==> src/rtl/mips_stats_pkg.sv <==
// mips_stats_pkg
// Shared definitions for the retired-instruction statistics block and its
// opcode decoder: MIPS opcode constants, the 2-bit class encoding and the
// bit positions inside the sticky overflow vector.
//
// Optional feature macro: STATS_SUBCLASS_EN
//   When defined, the overflow vector carries two extra bits for the
//   branch (BEQ/BNE) and memory (LW/SW) sub-class counters.

package mips_stats_pkg;

  // Opcodes recognised by the decoder
  localparam logic [5:0] OP_RTYPE = 6'b000000;
  localparam logic [5:0] OP_J     = 6'b000010;
  localparam logic [5:0] OP_JAL   = 6'b000011;
  localparam logic [5:0] OP_BEQ   = 6'b000100;
  localparam logic [5:0] OP_BNE   = 6'b000101;
  localparam logic [5:0] OP_ADDI  = 6'b001000;
  localparam logic [5:0] OP_ADDIU = 6'b001001;
  localparam logic [5:0] OP_SLTI  = 6'b001010;
  localparam logic [5:0] OP_ANDI  = 6'b001100;
  localparam logic [5:0] OP_ORI   = 6'b001101;
  localparam logic [5:0] OP_LW    = 6'b100011;
  localparam logic [5:0] OP_SW    = 6'b101011;

  // Instruction class encoding
  typedef enum logic [1:0] {
    CLS_R   = 2'd0,
    CLS_I   = 2'd1,
    CLS_J   = 2'd2,
    CLS_UNK = 2'd3
  } op_cls_e;

  // Bit positions in the ovf vector
  localparam int OVF_R     = 0;
  localparam int OVF_I     = 1;
  localparam int OVF_J     = 2;
  localparam int OVF_UNK   = 3;
  localparam int OVF_TOTAL = 4;
  localparam int OVF_BR    = 5;
  localparam int OVF_MEM   = 6;

`ifdef STATS_SUBCLASS_EN
  localparam int OVF_W = 7;
`else
  localparam int OVF_W = 5;
`endif

endpackage

==> src/rtl/op_class_decode.sv <==
// op_class_decode
// Purely combinational MIPS opcode classifier.
//
// Ports:
//   op      in   6  opcode field of the instruction
//   cls     out  2  class: CLS_R / CLS_I / CLS_J / CLS_UNK
//   is_br   out  1  opcode is BEQ or BNE
//   is_mem  out  1  opcode is LW or SW
//
// Branch and memory opcodes are I-type as well; the two flags are
// refinements, not separate classes.

module op_class_decode
  import mips_stats_pkg::*;
(
  input  logic [5:0] op,
  output op_cls_e    cls,
  output logic       is_br,
  output logic       is_mem
);

  always_comb begin
    cls    = CLS_UNK;
    is_br  = 1'b0;
    is_mem = 1'b0;
    case (op)
      OP_RTYPE: cls = CLS_R;
      OP_J,
      OP_JAL:   cls = CLS_J;
      OP_ADDI,
      OP_ADDIU,
      OP_SLTI,
      OP_ANDI,
      OP_ORI:   cls = CLS_I;
      OP_BEQ,
      OP_BNE: begin
        cls   = CLS_I;
        is_br = 1'b1;
      end
      OP_LW,
      OP_SW: begin
        cls    = CLS_I;
        is_mem = 1'b1;
      end
      default:  cls = CLS_UNK;
    endcase
  end

endmodule

==> src/rtl/instr_class_stats.sv <==
// instr_class_stats
// Per-class retired-instruction counters with sticky overflow flags,
// synchronous clear and a coherent snapshot register bank.
//
// Parameters:
//   CNT_W     width of every counter and snapshot register (>= 4)
//   SATURATE  1: counters hold at all-ones on overflow, 0: wrap to 0
//
// Ports:
//   clk, rst                 rising-edge clock, async active-high reset
//   ret_valid, ret_op        retire strobe and opcode of retiring instr
//   clear                    synchronous clear of counters and ovf
//   snap_req                 capture all live counters into snap_*
//   cnt_r/i/j/unk/total      live counters
//   ovf                      sticky overflow flags {total, unk, j, i, r}
//   snap_valid               one-cycle pulse after a snapshot capture
//   snap_r/i/j/unk/total     snapshot registers
//
// Optional feature macro: STATS_SUBCLASS_EN
//   Adds cnt_br/cnt_mem and snap_br/snap_mem; ovf grows to
//   {mem, br, total, unk, j, i, r}.
//
// Pipeline: the opcode is decoded and registered on edge N (stage 1) and
// the counters update on edge N+1 (stage 2). No back-pressure.
//
// Snapshot handshake: snap_req has no ready; a request sampled on an edge
// is always accepted, and snap_valid is high for exactly the next cycle,
// during which snap_* hold the counter values from just before that edge.
// The snap_* registers keep that data until the next request.

module instr_class_stats
  import mips_stats_pkg::*;
#(
  parameter int CNT_W    = 32,
  parameter bit SATURATE = 1'b1
) (
  input  logic             clk,
  input  logic             rst,
  input  logic             ret_valid,
  input  logic [5:0]       ret_op,
  input  logic             clear,
  input  logic             snap_req,
  output logic [CNT_W-1:0] cnt_r,
  output logic [CNT_W-1:0] cnt_i,
  output logic [CNT_W-1:0] cnt_j,
  output logic [CNT_W-1:0] cnt_unk,
  output logic [CNT_W-1:0] cnt_total,
`ifdef STATS_SUBCLASS_EN
  output logic [CNT_W-1:0] cnt_br,
  output logic [CNT_W-1:0] cnt_mem,
  output logic [CNT_W-1:0] snap_br,
  output logic [CNT_W-1:0] snap_mem,
`endif
  output logic [OVF_W-1:0] ovf,
  output logic             snap_valid,
  output logic [CNT_W-1:0] snap_r,
  output logic [CNT_W-1:0] snap_i,
  output logic [CNT_W-1:0] snap_j,
  output logic [CNT_W-1:0] snap_unk,
  output logic [CNT_W-1:0] snap_total
);

  // Next value of a counter on increment; MSB flags an overflow.
  function automatic logic [CNT_W:0] bump(input logic [CNT_W-1:0] v);
    logic [CNT_W:0] r;
    if (&v) r = {1'b1, (SATURATE ? v : {CNT_W{1'b0}})};
    else    r = {1'b0, v + CNT_W'(1)};
    return r;
  endfunction

  // ---------------------------------------------------------------- decode
  op_cls_e dec_cls;
  logic    dec_br;
  logic    dec_mem;

  op_class_decode u_decode (
    .op     (ret_op),
    .cls    (dec_cls),
    .is_br  (dec_br),
    .is_mem (dec_mem)
  );

  // ---------------------------------------------------------------- stage 1
  logic    s1_valid;
  op_cls_e s1_cls;

  always_ff @(posedge clk or posedge rst) begin
    if (rst) begin
      s1_valid <= 1'b0;
      s1_cls   <= CLS_R;
    end else begin
      s1_valid <= ret_valid;
      s1_cls   <= dec_cls;
    end
  end

`ifdef STATS_SUBCLASS_EN
  logic s1_br;
  logic s1_mem;

  always_ff @(posedge clk or posedge rst) begin
    if (rst) begin
      s1_br  <= 1'b0;
      s1_mem <= 1'b0;
    end else begin
      s1_br  <= dec_br;
      s1_mem <= dec_mem;
    end
  end
`else
  logic unused_dec_flags;
  assign unused_dec_flags = dec_br ^ dec_mem;
`endif

  // ---------------------------------------------------------------- stage 2
  logic inc_r, inc_i, inc_j, inc_unk, inc_total;
  logic [CNT_W:0] nx_r, nx_i, nx_j, nx_unk, nx_total;

  assign inc_r     = s1_valid && (s1_cls == CLS_R);
  assign inc_i     = s1_valid && (s1_cls == CLS_I);
  assign inc_j     = s1_valid && (s1_cls == CLS_J);
  assign inc_unk   = s1_valid && (s1_cls == CLS_UNK);
  assign inc_total = s1_valid;

  assign nx_r     = bump(cnt_r);
  assign nx_i     = bump(cnt_i);
  assign nx_j     = bump(cnt_j);
  assign nx_unk   = bump(cnt_unk);
  assign nx_total = bump(cnt_total);

  // Clear wins over the stage-1 entry at the same edge: that entry is
  // dropped, while the instruction arriving at that edge still enters
  // stage 1 and is counted one edge later.
  always_ff @(posedge clk or posedge rst) begin
    if (rst) begin
      cnt_r     <= '0;
      cnt_i     <= '0;
      cnt_j     <= '0;
      cnt_unk   <= '0;
      cnt_total <= '0;
      ovf[OVF_TOTAL:OVF_R] <= '0;
    end else if (clear) begin
      cnt_r     <= '0;
      cnt_i     <= '0;
      cnt_j     <= '0;
      cnt_unk   <= '0;
      cnt_total <= '0;
      ovf[OVF_TOTAL:OVF_R] <= '0;
    end else begin
      if (inc_r) begin
        cnt_r      <= nx_r[CNT_W-1:0];
        ovf[OVF_R] <= ovf[OVF_R] | nx_r[CNT_W];
      end
      if (inc_i) begin
        cnt_i      <= nx_i[CNT_W-1:0];
        ovf[OVF_I] <= ovf[OVF_I] | nx_i[CNT_W];
      end
      if (inc_j) begin
        cnt_j      <= nx_j[CNT_W-1:0];
        ovf[OVF_J] <= ovf[OVF_J] | nx_j[CNT_W];
      end
      if (inc_unk) begin
        cnt_unk      <= nx_unk[CNT_W-1:0];
        ovf[OVF_UNK] <= ovf[OVF_UNK] | nx_unk[CNT_W];
      end
      if (inc_total) begin
        cnt_total      <= nx_total[CNT_W-1:0];
        ovf[OVF_TOTAL] <= ovf[OVF_TOTAL] | nx_total[CNT_W];
      end
    end
  end

`ifdef STATS_SUBCLASS_EN
  logic inc_br, inc_mem;
  logic [CNT_W:0] nx_br, nx_mem;

  assign inc_br  = s1_valid && s1_br;
  assign inc_mem = s1_valid && s1_mem;
  assign nx_br   = bump(cnt_br);
  assign nx_mem  = bump(cnt_mem);

  always_ff @(posedge clk or posedge rst) begin
    if (rst) begin
      cnt_br  <= '0;
      cnt_mem <= '0;
      ovf[OVF_MEM:OVF_BR] <= '0;
    end else if (clear) begin
      cnt_br  <= '0;
      cnt_mem <= '0;
      ovf[OVF_MEM:OVF_BR] <= '0;
    end else begin
      if (inc_br) begin
        cnt_br      <= nx_br[CNT_W-1:0];
        ovf[OVF_BR] <= ovf[OVF_BR] | nx_br[CNT_W];
      end
      if (inc_mem) begin
        cnt_mem      <= nx_mem[CNT_W-1:0];
        ovf[OVF_MEM] <= ovf[OVF_MEM] | nx_mem[CNT_W];
      end
    end
  end
`endif

  // ---------------------------------------------------------------- snapshot
  // Captures the registered counter values, i.e. the state before any
  // increment or clear happening on the same edge.
  always_ff @(posedge clk or posedge rst) begin
    if (rst) begin
      snap_valid <= 1'b0;
      snap_r     <= '0;
      snap_i     <= '0;
      snap_j     <= '0;
      snap_unk   <= '0;
      snap_total <= '0;
    end else begin
      snap_valid <= snap_req;
      if (snap_req) begin
        snap_r     <= cnt_r;
        snap_i     <= cnt_i;
        snap_j     <= cnt_j;
        snap_unk   <= cnt_unk;
        snap_total <= cnt_total;
      end
    end
  end

`ifdef STATS_SUBCLASS_EN
  always_ff @(posedge clk or posedge rst) begin
    if (rst) begin
      snap_br  <= '0;
      snap_mem <= '0;
    end else if (snap_req) begin
      snap_br  <= cnt_br;
      snap_mem <= cnt_mem;
    end
  end
`endif

endmodule

==> config.mk <==
export PLATFORM = sky130hd
export DESIGN_NAME = instr_class_stats
export DESIGN_NICKNAME = d
export VERILOG_FILES = /design/src/rtl/mips_stats_pkg.sv /design/src/rtl/op_class_decode.sv /design/src/rtl/instr_class_stats.sv
export SDC_FILE = /design/constraint.sdc
export NUM_CORES = 1
export LEC_CHECK = 0
export CAP_MARGIN = 30
export CORE_MARGIN = 4
export CORE_UTILIZATION = 30
export DETAILED_ROUTE_END_ITERATION = 12
export PLACE_DENSITY_LB_ADDON = 0.25
export RECOVER_POWER = 100
export SLEW_MARGIN = 0
export SYNTH_ARGS = -nofsm -noshare
export SYNTH_HDL_FRONTEND = slang
export SYNTH_HIERARCHICAL = 1
export SYNTH_SLANG_ARGS = --single-unit
export TNS_END_PERCENT = 5
==> constraint.sdc <==
create_clock -name clk -period 26.4 [get_ports clk]
set_input_delay 5.28 -clock clk [delete_from_list [all_inputs] [get_ports clk]]
set_output_delay 5.28 -clock clk [all_outputs]
set_load 0.01 [all_outputs]
[After elaboration in Yosys (flattened, before gate mapping)]
Cells that the tools add are included.
Widths: inputs -> output; s select.
Word-level totals
  word-level logic and storage cells: 92
  flip-flop bits (word level): 329
  input port bits: 11
Cells by class
  eq/ne operators: 19
  multiplexer cells: 22
  bitwise operators: 5
  add/sub/neg operators: 5
  reduce and logical (&&, ||, !) cells: 23
Operators by type and width (number)
  $mux 32: 10
  $mux 33: 5
  $add 32x1->32 const B: 5
  $reduce_and 32->1: 5
  $eq 6x4->1 const B: 5
  $eq 6x2->1 const B: 2
  $eq 6x3->1 const B: 2
  $eq 6x6->1 const B: 2
  $ne 2x2->1 const B: 5
  $reduce_and 2->1: 5
  $reduce_bool 2->1: 5
  $reduce_or 9->1: 1
  $logic_not 6->1: 1
  $pmux 2 s3: 1
  $mux 1: 5
  $mux 5: 1
  $or 1x1->1: 5
  $eq 2x2->1 const B: 2
  $logic_and 1x1->1: 4
  $eq 2x1->1 const B: 1
  $logic_not 2->1: 1
  $reduce_or 2->1: 1

[Depth between registers and ports, before layout]
  depth in word-level cells: 5
  depth in mapped cells: 8
  gate-level depth less buffers: 6

[By module]
Netlist, hierarchy kept.
By module, submodules not included
  instr_class_stats: area each 15212.1 um^2, cells an instance 1366, times used 1
  op_class_decode: area each 72.6 um^2, cells an instance 12, times used 1

[Worst setup path before layout]
Ideal clock, no wire load.
  path type: input -> register
  start point: input snap_req
  end point: register snap_i[0]
  cell stages on the path: 4
  arrival: 6448 ps
  slack: 19827 ps
  cell sequence: clkbuf_1 clkbuf_1 clkbuf_1 mux2_2
RTL lines
  start, declared: line instr_class_stats.sv:42  | input logic snap_req,
  end signal, assigned: line instr_class_stats.sv:219  | snap_i <= cnt_i;
  end, declared: line instr_class_stats.sv:57  | output logic [CNT_W-1:0] snap_i,
No word-level cell between the ends.

[Worst setup path after layout]
  start point: input snap_req
  end point: register snap_r[4]
RTL lines
  end signal, assigned: line instr_class_stats.sv:218  | snap_r <= cnt_r;
  end, declared: line instr_class_stats.sv:56  | output logic [CNT_W-1:0] snap_r,
No word-level cell between the ends.

==> flow_summary.toml <==
[die]
die_area_um2 = 54560
initial_core_util = 0.3037
coreArea_um2 = 50270
io_pins = 337
die_h_um = 233.6
die_w_um = 233.6
rows = 82

[place]
place_area_um2 = 19290
dp_cells = 2321
place_congestion = 0.7909
io_buffers = 336
dp_hpwl_um = 29720

[timing]
grt_setup_unrepaired = "false"
holdWs_ps = 494.2
finalCritPeriodShare = 0.4582
max_freq_ghz = 0.08267
fin_worst_skew_ps = 20.88
hold_violations = 0
fin_crit_ps = 12100
finalMaxSlewViolations = 529
worst_slew_pin_slew_ps = 4636
slew_headroom = -2.108
setup_viol = 0
setup_tns_ps = 0

[global_route]
grt_usage = 0.1582
busiest_layer = "met2"
grt_max_degree = 159
antenna_found_initial = 0
grt_util_met2 = 0.2580
grt_pass1_vias = 12277
grt_overflow = 0
use_met3 = 0.04098
use_met1 = 0.2112
grt_first_pass_wirelength_um = 70490

[detailed_routing]
drc = 0
first_pass_iters = 5
vias = 12392
initialDrtViolationCount = 961
ant_nets = 0
wl_per_cell_um = 18.35
viasPerCell = 5.174
wl_um = 43950

[worst_setup_path]
crit_top_cell = "clkbuf_1"
startpoint_type = "input pin"
cp_cell_sequence = "clkbuf_1, clkbuf_1, clkbuf_1, mux2_2"
critPathCaptureType = "flip-flop"
cp_top_family = "buffers and inverters"
ff2ff_setup_slack_ps = 23280
reg2reg_from = "inc_total$_DFF_PP0_"
cp_slowest_cell = "clkbuf_1"
cp_data_arrival_time_ps = 12510
crit_buf_inv = 3
regToRegEndpoint = "cnt_j[27]$_DFFE_PP0P_"
critPathMaxFanout = 69
crit_required_ps = 26810
slowest_delay_ps = 2900
path_class = "input pin to flip-flop"
r2r_cells = 5

[cts]
clockBufferDepth = 3
tritoncts = "done"
postCtsSetupRepairBufs = 0
clockRootBuffer = "clkbuf_16"
insertion_delay_ps = 560
postCtsHoldBufs = 0
path_clk_slew_ps = 60
cts_buffers = 39
cts_resized = 0
clock-sinks = 329
h-tree-depth = 2

[finish]
synthToLayoutAreaGrowth_pct = 35.33
seq_area_um2 = 8233
fin_nets = 1708
finalInstanceArea_um2 = 20660
multiInputGateArea_um2 = 6639
instances_no_fill = 2395
n_antenna_cell = 0
layout-drive-gt1-share = 0.1515
fillCellCount = 4839

[logic_synthesis]
syn_area_per_cell_um2 = 11.10
syn_inst = 1375
synth_nets = 1391
syn_area_um2 = 15270
yosysWarnings = 6

[run_status]
status = "finished, violations left"
violations = "capacitance limit, slew limit"

[hold_path]
min_to = "ovf[1]$_DFFE_PP0P_"
hold_depth = 2
min_from = "ovf[1]$_DFFE_PP0P_"
hold_path_class = "flip-flop to flip-flop"

[power_and_ir_drop]
cellLeakagePower_nw = 9.545
ir_drop_mv = 0.03928
p_per_area_nw_per_um2 = 54.27

[run]
maxCapViolCount = 7
==> metal layers <==
layer	share of wire	routed length [um]
met1	0.44	19200
met2	0.48	21160
met3	0.063	2768
met4	0.019	828
met5	0	0
==> power by group <==
group          total (W)  internal, W  switching [W]
combinational  0.0000366    0.0000113      0.0000253
clock           0.000576     0.000356       0.000220
sequential      0.000509     0.000506     0.00000273
==> worst register-to-register path, delay by kind of cell, from the launching register on <==
kind             cells  cell delay (ps)
AND/OR/NAND/NOR      3             1420
AO/OA/AOI/OAI        1              590
flip-flops           1              640
multiplexers         1              350
==> metrics by stage <==
stage	power, W	setup slack [ps]	utilization
floorplan	0.0005416	12010	-
global placement	0.0005556	18670	0.3838
detailed placement	0.0005561	18650	0.3838
CTS	0.001142	19240	0.4114
global route	0.001165	13490	0.4110
finish	0.001121	14300	0.4110
==> worst max-delay path by stage <==
stage	from	to	slack (ps)	cells past startpoint
final	snap_req	snap_r[4]$_DFFE_PP0P_	14300	4
after detailed placement	snap_req	snap_r[4]$_DFFE_PP0P_	18650	4
after CTS	snap_req	snap_r[4]$_DFFE_PP0P_	19240	4
after floorplan	rst	cnt_i[0]$_DFFE_PP0P_	12010	1
after global placement	snap_req	snap_i[16]$_DFFE_PP0P_	18670	4
after global routing	rst	cnt_r[6]$_DFFE_PP0P_	13490	3
==> final cells by class <==
class,count,area share
clock buffers,55,0.05596
clock inverters,17,0.01139
inverters,28,0.005148
multi-input cells,944,0.3213
flip-flops and latches,329,0.3985
well taps,672,0.04070
repair buffers,350,0.1670
==> cells in the final DEF, fill, tap and decap left out, types with 6 or more instances in the layout <==
cell type / instances
dfrtp_1: 329
dlygate4sd3_1: 329
mux2_2: 168
a21oi_1: 104
nor2_1: 84
nand4_1: 62
nand2_1: 59
or4_1: 59
nand3_1: 55
or3_1: 52
o31ai_1: 50
o21ai_0: 48
clkbuf_16: 39
inv_1: 27
nor2b_1: 21
nor3_1: 17
xnor2_1: 17
nor4_1: 16
and4_1: 14
mux2_1: 14
and3_1: 13
xor2_1: 12
clkbuf_8: 12
clkbuf_1: 11
a211oi_1: 8
buf_4: 8
and2_1: 6
Note: power is estimated with default switching activity, not from simulation.
